[src/rtl/uart_seq_pkg.sv]
// uart_seq_pkg: shared state encoding, data width and level-width helper for the UART TX sequencer.
package uart_seq_pkg;

    localparam int DATA_W = 8;

    typedef enum logic [2:0] {
        IDLE,
        LOAD,
        START,
        WAIT_DONE,
        GAP
    } seq_state_e;

    function automatic int lvl_w(input int depth);
        return $clog2(depth) + 1;
    endfunction

endpackage

[src/rtl/uart_seq_fifo.sv]
// uart_seq_fifo: synchronous byte queue with push/pop/flush; flush wins over a same-cycle push.
module uart_seq_fifo
    import uart_seq_pkg::*;
#(
    parameter  int DEPTH = 8,
    localparam int AW    = $clog2(DEPTH),
    localparam int LW    = lvl_w(DEPTH)
) (
    input  logic              clk_i,
    input  logic              rst_ni,
    input  logic              push_i,
    input  logic [DATA_W-1:0] data_i,
    input  logic              pop_i,
    input  logic              flush_i,
    output logic [DATA_W-1:0] rd_data_o,
    output logic [LW-1:0]     level_o,
    output logic              full_o,
    output logic              empty_o,
    output logic              drop_o
);

    logic [DATA_W-1:0] mem_q [DEPTH];
    logic [AW-1:0]     wr_q, wr_d, rd_q, rd_d;
    logic [LW-1:0]     cnt_q, cnt_d;
    logic              do_push, do_pop;

    assign full_o    = cnt_q == LW'(DEPTH);
    assign empty_o   = cnt_q == '0;
    assign level_o   = cnt_q;
    assign rd_data_o = mem_q[rd_q];

    // A pop in the same cycle frees the slot, so a push into a full queue is still taken.
    always_comb begin
        do_pop  = pop_i && !empty_o;
        do_push = push_i && (!full_o || do_pop);
        drop_o  = push_i && !do_push;
        wr_d    = flush_i ? '0 : wr_q + AW'(do_push);
        rd_d    = flush_i ? '0 : rd_q + AW'(do_pop);
        cnt_d   = flush_i ? '0 : cnt_q + LW'(do_push) - LW'(do_pop);
    end

    always_ff @(posedge clk_i or negedge rst_ni) begin
        if (!rst_ni) begin
            wr_q  <= '0;
            rd_q  <= '0;
            cnt_q <= '0;
        end else begin
            wr_q  <= wr_d;
            rd_q  <= rd_d;
            cnt_q <= cnt_d;
        end
    end

    always_ff @(posedge clk_i) begin
        if (do_push && !flush_i) mem_q[wr_q] <= data_i;
    end

endmodule

[src/rtl/uart_tx_sequencer.sv]
// uart_tx_sequencer: drains a byte queue into the UART TX core one frame at a time with a guard gap.
// Define UART_SEQ_TIMEOUT_EN to add the WAIT_DONE watchdog that drives to_flag.
module uart_tx_sequencer
    import uart_seq_pkg::*;
#(
    parameter int FIFO_DEPTH     = 8,
    parameter int GAP_CYCLES     = 2,
    parameter int TIMEOUT_CYCLES = 65535
) (
    input  logic                         PCLK,
    input  logic                         PRESETn,
    input  logic                         push,
    input  logic [DATA_W-1:0]            push_data,
    input  logic                         flush,
    input  logic                         seq_enable,
    input  logic                         br_cfg_err,
    input  logic                         tx_done,
    input  logic                         ovf_clr,
    output logic                         tx_start,
    output logic [DATA_W-1:0]            tx_data,
    output logic                         busy,
    output logic [lvl_w(FIFO_DEPTH)-1:0] level,
    output logic                         full,
    output logic                         empty,
    output logic                         ovf_flag,
    output logic                         drain_irq,
    output logic                         to_flag
);

    localparam int GW = (GAP_CYCLES < 2) ? 1 : $clog2(GAP_CYCLES);
    localparam logic [GW-1:0] GAP_LAST = GW'((GAP_CYCLES > 0) ? GAP_CYCLES - 1 : 0);

    seq_state_e        state_q, state_d;
    logic [DATA_W-1:0] tx_data_q, tx_data_d, rd_data;
    logic [GW-1:0]     gap_q, gap_d;
    logic              ovf_q, drain_q, pop, drop, frame_end, timeout;

    uart_seq_fifo #(.DEPTH(FIFO_DEPTH)) u_fifo (
        .clk_i    (PCLK),
        .rst_ni   (PRESETn),
        .push_i   (push),
        .data_i   (push_data),
        .pop_i    (pop),
        .flush_i  (flush),
        .rd_data_o(rd_data),
        .level_o  (level),
        .full_o   (full),
        .empty_o  (empty),
        .drop_o   (drop)
    );

    assign tx_start  = state_q == START;
    assign busy      = state_q != IDLE;
    assign tx_data   = tx_data_q;
    assign ovf_flag  = ovf_q;
    assign drain_irq = drain_q;

    // Enable/config gating only blocks leaving IDLE; a frame already launched always runs out.
    always_comb begin
        state_d   = state_q;
        tx_data_d = tx_data_q;
        gap_d     = gap_q;
        pop       = 1'b0;
        frame_end = 1'b0;
        case (state_q)
            IDLE: if (!empty && seq_enable && !br_cfg_err) begin
                state_d   = LOAD;
                pop       = 1'b1;
                tx_data_d = rd_data;
            end
            LOAD:  state_d = START;
            START: state_d = WAIT_DONE;
            WAIT_DONE: if (tx_done || timeout) begin
                state_d   = (GAP_CYCLES == 0) ? IDLE : GAP;
                frame_end = GAP_CYCLES == 0;
                gap_d     = '0;
            end
            GAP: begin
                gap_d = gap_q + GW'(1);
                if (gap_q == GAP_LAST) begin
                    state_d   = IDLE;
                    frame_end = 1'b1;
                end
            end
            default: state_d = IDLE;
        endcase
    end

    always_ff @(posedge PCLK or negedge PRESETn) begin
        if (!PRESETn) begin
            state_q   <= IDLE;
            tx_data_q <= '0;
            gap_q     <= '0;
            ovf_q     <= 1'b0;
            drain_q   <= 1'b0;
        end else begin
            state_q   <= state_d;
            tx_data_q <= tx_data_d;
            gap_q     <= gap_d;
            ovf_q     <= drop ? 1'b1 : ovf_clr ? 1'b0 : ovf_q;
            drain_q   <= frame_end && empty;
        end
    end

`ifdef UART_SEQ_TIMEOUT_EN
    localparam int TW = $clog2(TIMEOUT_CYCLES + 1);
    logic [TW-1:0] to_cnt_q;
    logic          to_q;
    assign timeout = state_q == WAIT_DONE && !tx_done && to_cnt_q == TW'(TIMEOUT_CYCLES - 1);
    assign to_flag = to_q;
    always_ff @(posedge PCLK or negedge PRESETn) begin
        if (!PRESETn) begin
            to_cnt_q <= '0;
            to_q     <= 1'b0;
        end else begin
            to_cnt_q <= (state_q == WAIT_DONE) ? to_cnt_q + TW'(1) : '0;
            to_q     <= to_q || timeout;
        end
    end
`else
    logic unused_timeout_cfg;
    assign unused_timeout_cfg = ^TIMEOUT_CYCLES;
    assign timeout = 1'b0;
    assign to_flag = 1'b0;
`endif

endmodule

[config.mk]
export PLATFORM = sky130hd
export DESIGN_NAME = uart_tx_sequencer
export DESIGN_NICKNAME = d
export VERILOG_FILES = /design/src/rtl/uart_seq_pkg.sv /design/src/rtl/uart_seq_fifo.sv /design/src/rtl/uart_tx_sequencer.sv
export SDC_FILE = /design/constraint.sdc
export NUM_CORES = 1
export LEC_CHECK = 0
export ABC_CLOCK_PERIOD_IN_PS = 5000
export CELL_PAD_IN_SITES_DETAIL_PLACEMENT = 1
export CELL_PAD_IN_SITES_GLOBAL_PLACEMENT = 1
export CORE_MARGIN = 2
export CORE_UTILIZATION = 25
export DETAILED_ROUTE_END_ITERATION = 8
export PLACE_DENSITY = 0.44
export SYNTH_ARGS = -nofsm -noshare
export SYNTH_HDL_FRONTEND = slang
export SYNTH_HIERARCHICAL = 1
export SYNTH_SLANG_ARGS = --single-unit
[constraint.sdc]
create_clock -name PCLK -period 5 [get_ports PCLK]
set_input_delay 1 -clock PCLK [delete_from_list [all_inputs] [get_ports PCLK]]
set_output_delay 1 -clock PCLK [all_outputs]
set_load 0.01 [all_outputs]
* Word level (Yosys, flattened, before mapping)
Memory sizes are Yosys's and may differ from the RTL's. A register that Yosys moved wholly into a read port is not among the register bits. Cells that the tools add are included.
Storage, ports and cells: logic and storage cells 60, bits of input ports 16, memories 1, register bits 16, output and inout bits 19, memory bits (writable) 64
Cells by class: muxes and demuxes 17, add/subtract/negate cells 5, equal/unequal tests 8, reductions and logical operators 22
Memory list:
- u_fifo.mem_q | words 8, bits a word 8, rd ports 1, clocked after Yosys merged registers in 1, write ports 1, RTL line uart_seq_fifo.sv:22 | logic [DATA_W-1:0] mem_q [DEPTH];
Operators with widths (number):
- $mux 3 | 5
- $pmux 3 s5 | 1
- $mux 1 | 9
- $logic_and 1x1->1 | 7
- $add 3x1->3 | 2
- $eq 3x2->1 const B | 2
- $logic_not 1->1 | 6
- $ne 2x2->1 const B | 3
- $add 4x1->4 | 1
- $eq 4x4->1 const B | 1
- $logic_not 4->1 | 1
- $mux 4 | 1
- $reduce_and 2->1 | 2
- $reduce_bool 2->1 | 2
- $sub 4x1->4 | 1
- $eq 3x1->1 const B | 1
- $eq 3x3->1 const B | 1
- $logic_not 3->1 | 1
- $reduce_and 3->1 | 1
- $reduce_bool 3->1 | 1
- $pmux 1 s2 | 1
- $add 1x1->1 const B | 1
- $logic_or 1x1->1 | 1

* Logic depth before layout (Yosys ltp)
word-level depth 12, gate-level depth with buffers 14, gate-level depth less buffers 13

* Cells and area by module
Netlist, hierarchy kept.
By module, submodules not included:
- uart_seq_fifo | cells an instance 161, times used 1, area each 3130.5 sq um, sequential area each 2172.1 sq um
- uart_tx_sequencer | cells an instance 45, times used 1, area each 629.4 sq um, sequential area each 350.3 sq um

* Least setup slack after synthesis
Ideal clock, no wire load.
path kind register to register, start register u_fifo.cnt_q[2] (netlist: u_fifo/level_o[2]), end register u_fifo.cnt_q[1] (netlist: u_fifo/level_o[1]), cell stages (with the launch flop) 13, setup time 0.132 ns, slack 2.218 ns, period minus slack after synthesis 2.782 ns, data arrival time 2.650 ns, buffers on the path 1, required time 4.868 ns, cell sequence dfrtp_1 inv_1 ha_1 nor3b_1 nor3b_4 nand2b_4 buf_6 inv_1 nand2b_1 mux2i_1 ha_1 fa_1 nor2b_1
Between the ends: word-level cells in the longest chain between the ends 12, elaborated cells between the ends (all ways) 14, those cells by class add/sub (2); eq/ne (1); mux (3); reduce/logical (8)
RTL lines:
- start, declared | RTL line uart_seq_fifo.sv:24 | logic [LW-1:0] cnt_q, cnt_d;
- start signal, assigned | RTL line uart_seq_fifo.sv:50 | cnt_q <= cnt_d;
- $logic_not 4->1 (*) | RTL line uart_seq_fifo.sv:28 | assign empty_o = cnt_q == '0;
- via empty | RTL line uart_tx_sequencer.sv:24 | output logic empty,
- $logic_not 1->1 (*) | RTL line uart_tx_sequencer.sv:66 | IDLE: if (!empty && seq_enable && !br_cfg_err) begin
- $logic_and 1x1->1 (*) (2 in a row) | RTL line uart_tx_sequencer.sv:66
- $mux 1 (*) | RTL line uart_tx_sequencer.sv:66
- $mux 1 (*) | RTL line uart_tx_sequencer.sv:65 | case (state_q)
- via pop | RTL line uart_tx_sequencer.sv:36 | logic ovf_q, drain_q, pop, drop, frame_end, timeout;
- $logic_and 1x1->1 (*) | RTL line uart_seq_fifo.sv:34 | do_pop = pop_i && !empty_o;
- $logic_or 1x1->1 | RTL line uart_seq_fifo.sv:35 | do_push = push_i && (!full_o || do_pop);
- $logic_and 1x1->1 | RTL line uart_seq_fifo.sv:35
- $add 4x1->4 | RTL line uart_seq_fifo.sv:39 | cnt_d = flush_i ? '0 : cnt_q + LW'(do_push) - LW'(do_pop);
- $sub 4x1->4 (*) | RTL line uart_seq_fifo.sv:39
- $mux 4 (*) | RTL line uart_seq_fifo.sv:39
- via u_fifo.cnt_d[1] | RTL line uart_seq_fifo.sv:24
The timed path passes the listed nets; every way through them passes the cells marked *. A chain may end at the register's enable or synchronous reset.

* Worst setup path after layout
start register u_fifo.cnt_q[2] (netlist: u_fifo/level_o[2]), end output port empty
Between the ends: word-level cells in the longest chain between the ends 1
RTL lines (RTL line):
- $logic_not 4->1 | uart_seq_fifo.sv:28
- end, declared | uart_tx_sequencer.sv:24
Every way passes these cells.

==> reports/qor.txt <==
status - completed
layout filler cell count - 1478
Worst EP required - 4000 ps
LEAKAGE - 1.70 nW
clk_lat worst skew - 350 ps
Hold Path Class - flip-flop to flip-flop
WL/cell - 18.3 microns
Final Power - 2.05 mW
post-CTS resize count - 0
XOR/XNOR Fraction of Synth Area - 0.699%
CP max-delay cell - nor3b_1
num rows - 44
Die Width - 127 microns
Fmax achieved - 292 MHz
CTS Buf Count - 9
die height - 127 microns
CTS tree - yes
clock skew - 6.31 ps
Post-Synth Adder-Cell Area - 3.53%
synthesized instance count - 206
critical-path maximum fanout - 4
Synth Area in Compound Gates - 1.43%
remaining antenna violation count - 0
I/O pin cnt - 35
CP arrival - 2430 ps
worst path bufs/invs - 2
share of cells above drive strength 1 - 16.6%
mux cell area share after synthesis - 16.9%
Reg clk slew, reported paths - 60 ps
main combinational cell family by area after synthesis - multiplexers
number of global-route vias before repair - 2083
GP Congestion - 0.649
CP delay by family, top - buffers and inverters
antenna fix cells - 0
worst slew pin tran - 1050 ps
Synth async-reset ratio - 27.3%
crit-path cells - inv_1 > ha_1 > nor3b_1 > clkdlybuf4s50_1
combinational power share - 22.3%
pin count of the biggest net entering global routing - 25
period utilization - 68.6%
GRT Resource Usage Total - 10.8%
Hold Buf Count CTS - 0
Area Overhead vs Synth - 21.9%
Max VDD drop - 0.199 mV
Starting Density - 25.8%
H-tree depth - 3
final hold viol count - 0
CTS sink cnt - 88
Worst Setup Slack, final - 1570 ps
Synth cell types - 38
core area - 14600 sq um
clock network fraction of design power - 31.9%
Post-synth EDFFs - 64
slew margin rel. - 30.3%
Synth Area in Simple Gates - 7.55%
sw power - 0.532 mW
Power Dens Cells - 448 nW/um^2
Vias - 1926
Yosys reg bits - 88
postcts setup bufs - 0
post-place setup slack - 1400 ps
number of nets in the layout - 274
grt ovf - 0
PortBufs - 33
die area - 16000 sq um
global-route wire length before repair - 12500 microns
RSZ-0062 raised after global routing - false
hpwl dp - 5190 microns
Seq/Total Area, Yosys - 67.1%
fin. max-slew vios - 0
Seq pwr share - 45.7%
P_int - 1.52 mW
drt total wl - 7990 microns
maxcap violations - 0
CTS max path bufs - 2
syn_nets - 232
Avg Inst Size Synth - 18.3 sq um
Tmin final - 3430 ps
initial DRC count - 53
Crit. End Element - output pin
Post-synth top flop - edfxtp_1
hold slack - 480 ps
CTS root buffer - clkbuf_16
startpoint types - flip-flop
number of synthesis warnings - 6
Critical Path Max Stage Delay - 700 ps
DRC - 0
vias per inst - 4.41
Final setup viols - 0
Sw Share - 25.9%
kind of critical path - flip-flop to output pin
synthesized cell area - 3760 sq um
TritonRoute pass-1 iters - 6
initial antenna violation count - 0
Sum Neg Setup Slack - 0 ps
[power groups by stage]
stage / Sequential, mW / Combinational (mW) / Clock, mW
after floorplan: 0.947 / 0.252 / 0
after global placement: 0.955 / 0.467 / 0
after detailed placement: 0.954 / 0.468 / 0
after CTS: 0.941 / 0.471 / 0.686
after global routing: 0.952 / 0.503 / 0.705
final: 0.939 / 0.458 / 0.655
[path summary, 6_finish.rpt]
path                                         from                 to  slack, ps  cells after the start
min in group asynchronous                 PRESETn     u_fifo/rd_q[2]       1030                      2
worst min-delay path                     ovf_flag           ovf_flag        480                      1
worst max register to register  u_fifo/level_o[2]  u_fifo/level_o[1]       1920                     11
worst min register to register           ovf_flag           ovf_flag        480                      1
worst max-delay path            u_fifo/level_o[2]              empty       1570                      4
max in group asynchronous                 PRESETn         state_q[1]       3720                      2
[metrics by stage]
stage	std cells	instance area (sq um)	util (%)
after global routing	437	4580	31.4
after floorplan	206	3760	-
after detailed placement	421	4300	29.5
after CTS	437	4580	31.4
after global placement	421	4300	29.5
final	437	4580	31.4
[Yosys cell counts (2+ instances only)]
| cell | number | share of area, % |
|---|---|---|
| nor2b_1 | 7 | 1.2 |
| mux2_4 | 8 | 3.2 |
| nor3b_1 | 4 | 0.80 |
| edfxtp_1 | 64 | 51 |
| and3_1 | 6 | 1.0 |
| nand3_1 | 2 | 0.27 |
| nand2_1 | 3 | 0.30 |
| clkbuf_1 | 3 | 0.30 |
| dfrtp_1 | 24 | 16 |
| nor3_1 | 6 | 0.80 |
| mux4_1 | 15 | 10 |
| ha_1 | 9 | 3.0 |
| buf_6 | 2 | 0.60 |
| mux2_2 | 8 | 2.4 |
| nand2b_1 | 3 | 0.50 |
| xnor2_1 | 3 | 0.70 |
| inv_1 | 9 | 0.90 |
| nor2_1 | 8 | 0.80 |
| a21oi_1 | 3 | 0.40 |
[final cells by class]
cell class                 count  area [sq um]  share of cell area (%)
timing repair buffer          39           375                    8.19
inverter                       9          33.8                   0.737
clock buffer                  13           240                    5.24
multi-input combinational    101          1140                    24.8
sequential                    88          2520                    55.1
clock inverter                 3          42.5                   0.928
tap                          184           230                    5.02
[kinds of logic after synthesis]
group,after synthesis
compound gates,8
xor+xnor,3
fa+ha+maj,10
buf+inv,17
flops,88
mux,33
other cells,1
simple gates,46
[cells in the final DEF (no fill, tap or decap), types with 2 or more instances in the layout]
master and instances:
a21oi_1 3, and3_1 6, buf_4 6, clkbuf_1 4, clkbuf_16 9, clkdlybuf4s50_1 33, dfrtp_1 24, edfxtp_1 64
ha_1 9, inv_1 9, mux2_2 8, mux2_4 8, mux4_1 15, nand2_1 3, nand2b_1 3, nand3_1 2
nor2_1 8, nor2b_1 7, nor3_1 6, nor3b_1 4, xnor2_1 3
[registers in the layout, indices dropped and copies added, names as in the netlist]
register and flops:
gap_q 1, u_fifo/wr_q 3, u_fifo/rd_q 3, u_fifo/mem_q 64, drain_irq 1, u_fifo/level_o 4
state_q 3, ovf_flag 1, tx_data 8
[layer usage]
layer	vias up	part of all wire [%]	global-route usage, %
li1	878	-	-
met1	993	46	13.9
met2	44	47	16.7
met3	11	4.5	3.58
met4	0	2.0	4.85
met5	-	0	0
[worst register-to-register path, stage by stage (launching register included)]
cell	delay (ps)
dfrtp_1	370
inv_1	110
ha_1	220
nor3b_1	710
nor3b_4	120
nand2b_4	220
inv_1	80
nand2b_1	160
mux2i_1	210
ha_1	220
fa_1	410
nor2b_1	130
Note: power is estimated with default switching activity, not from simulation.
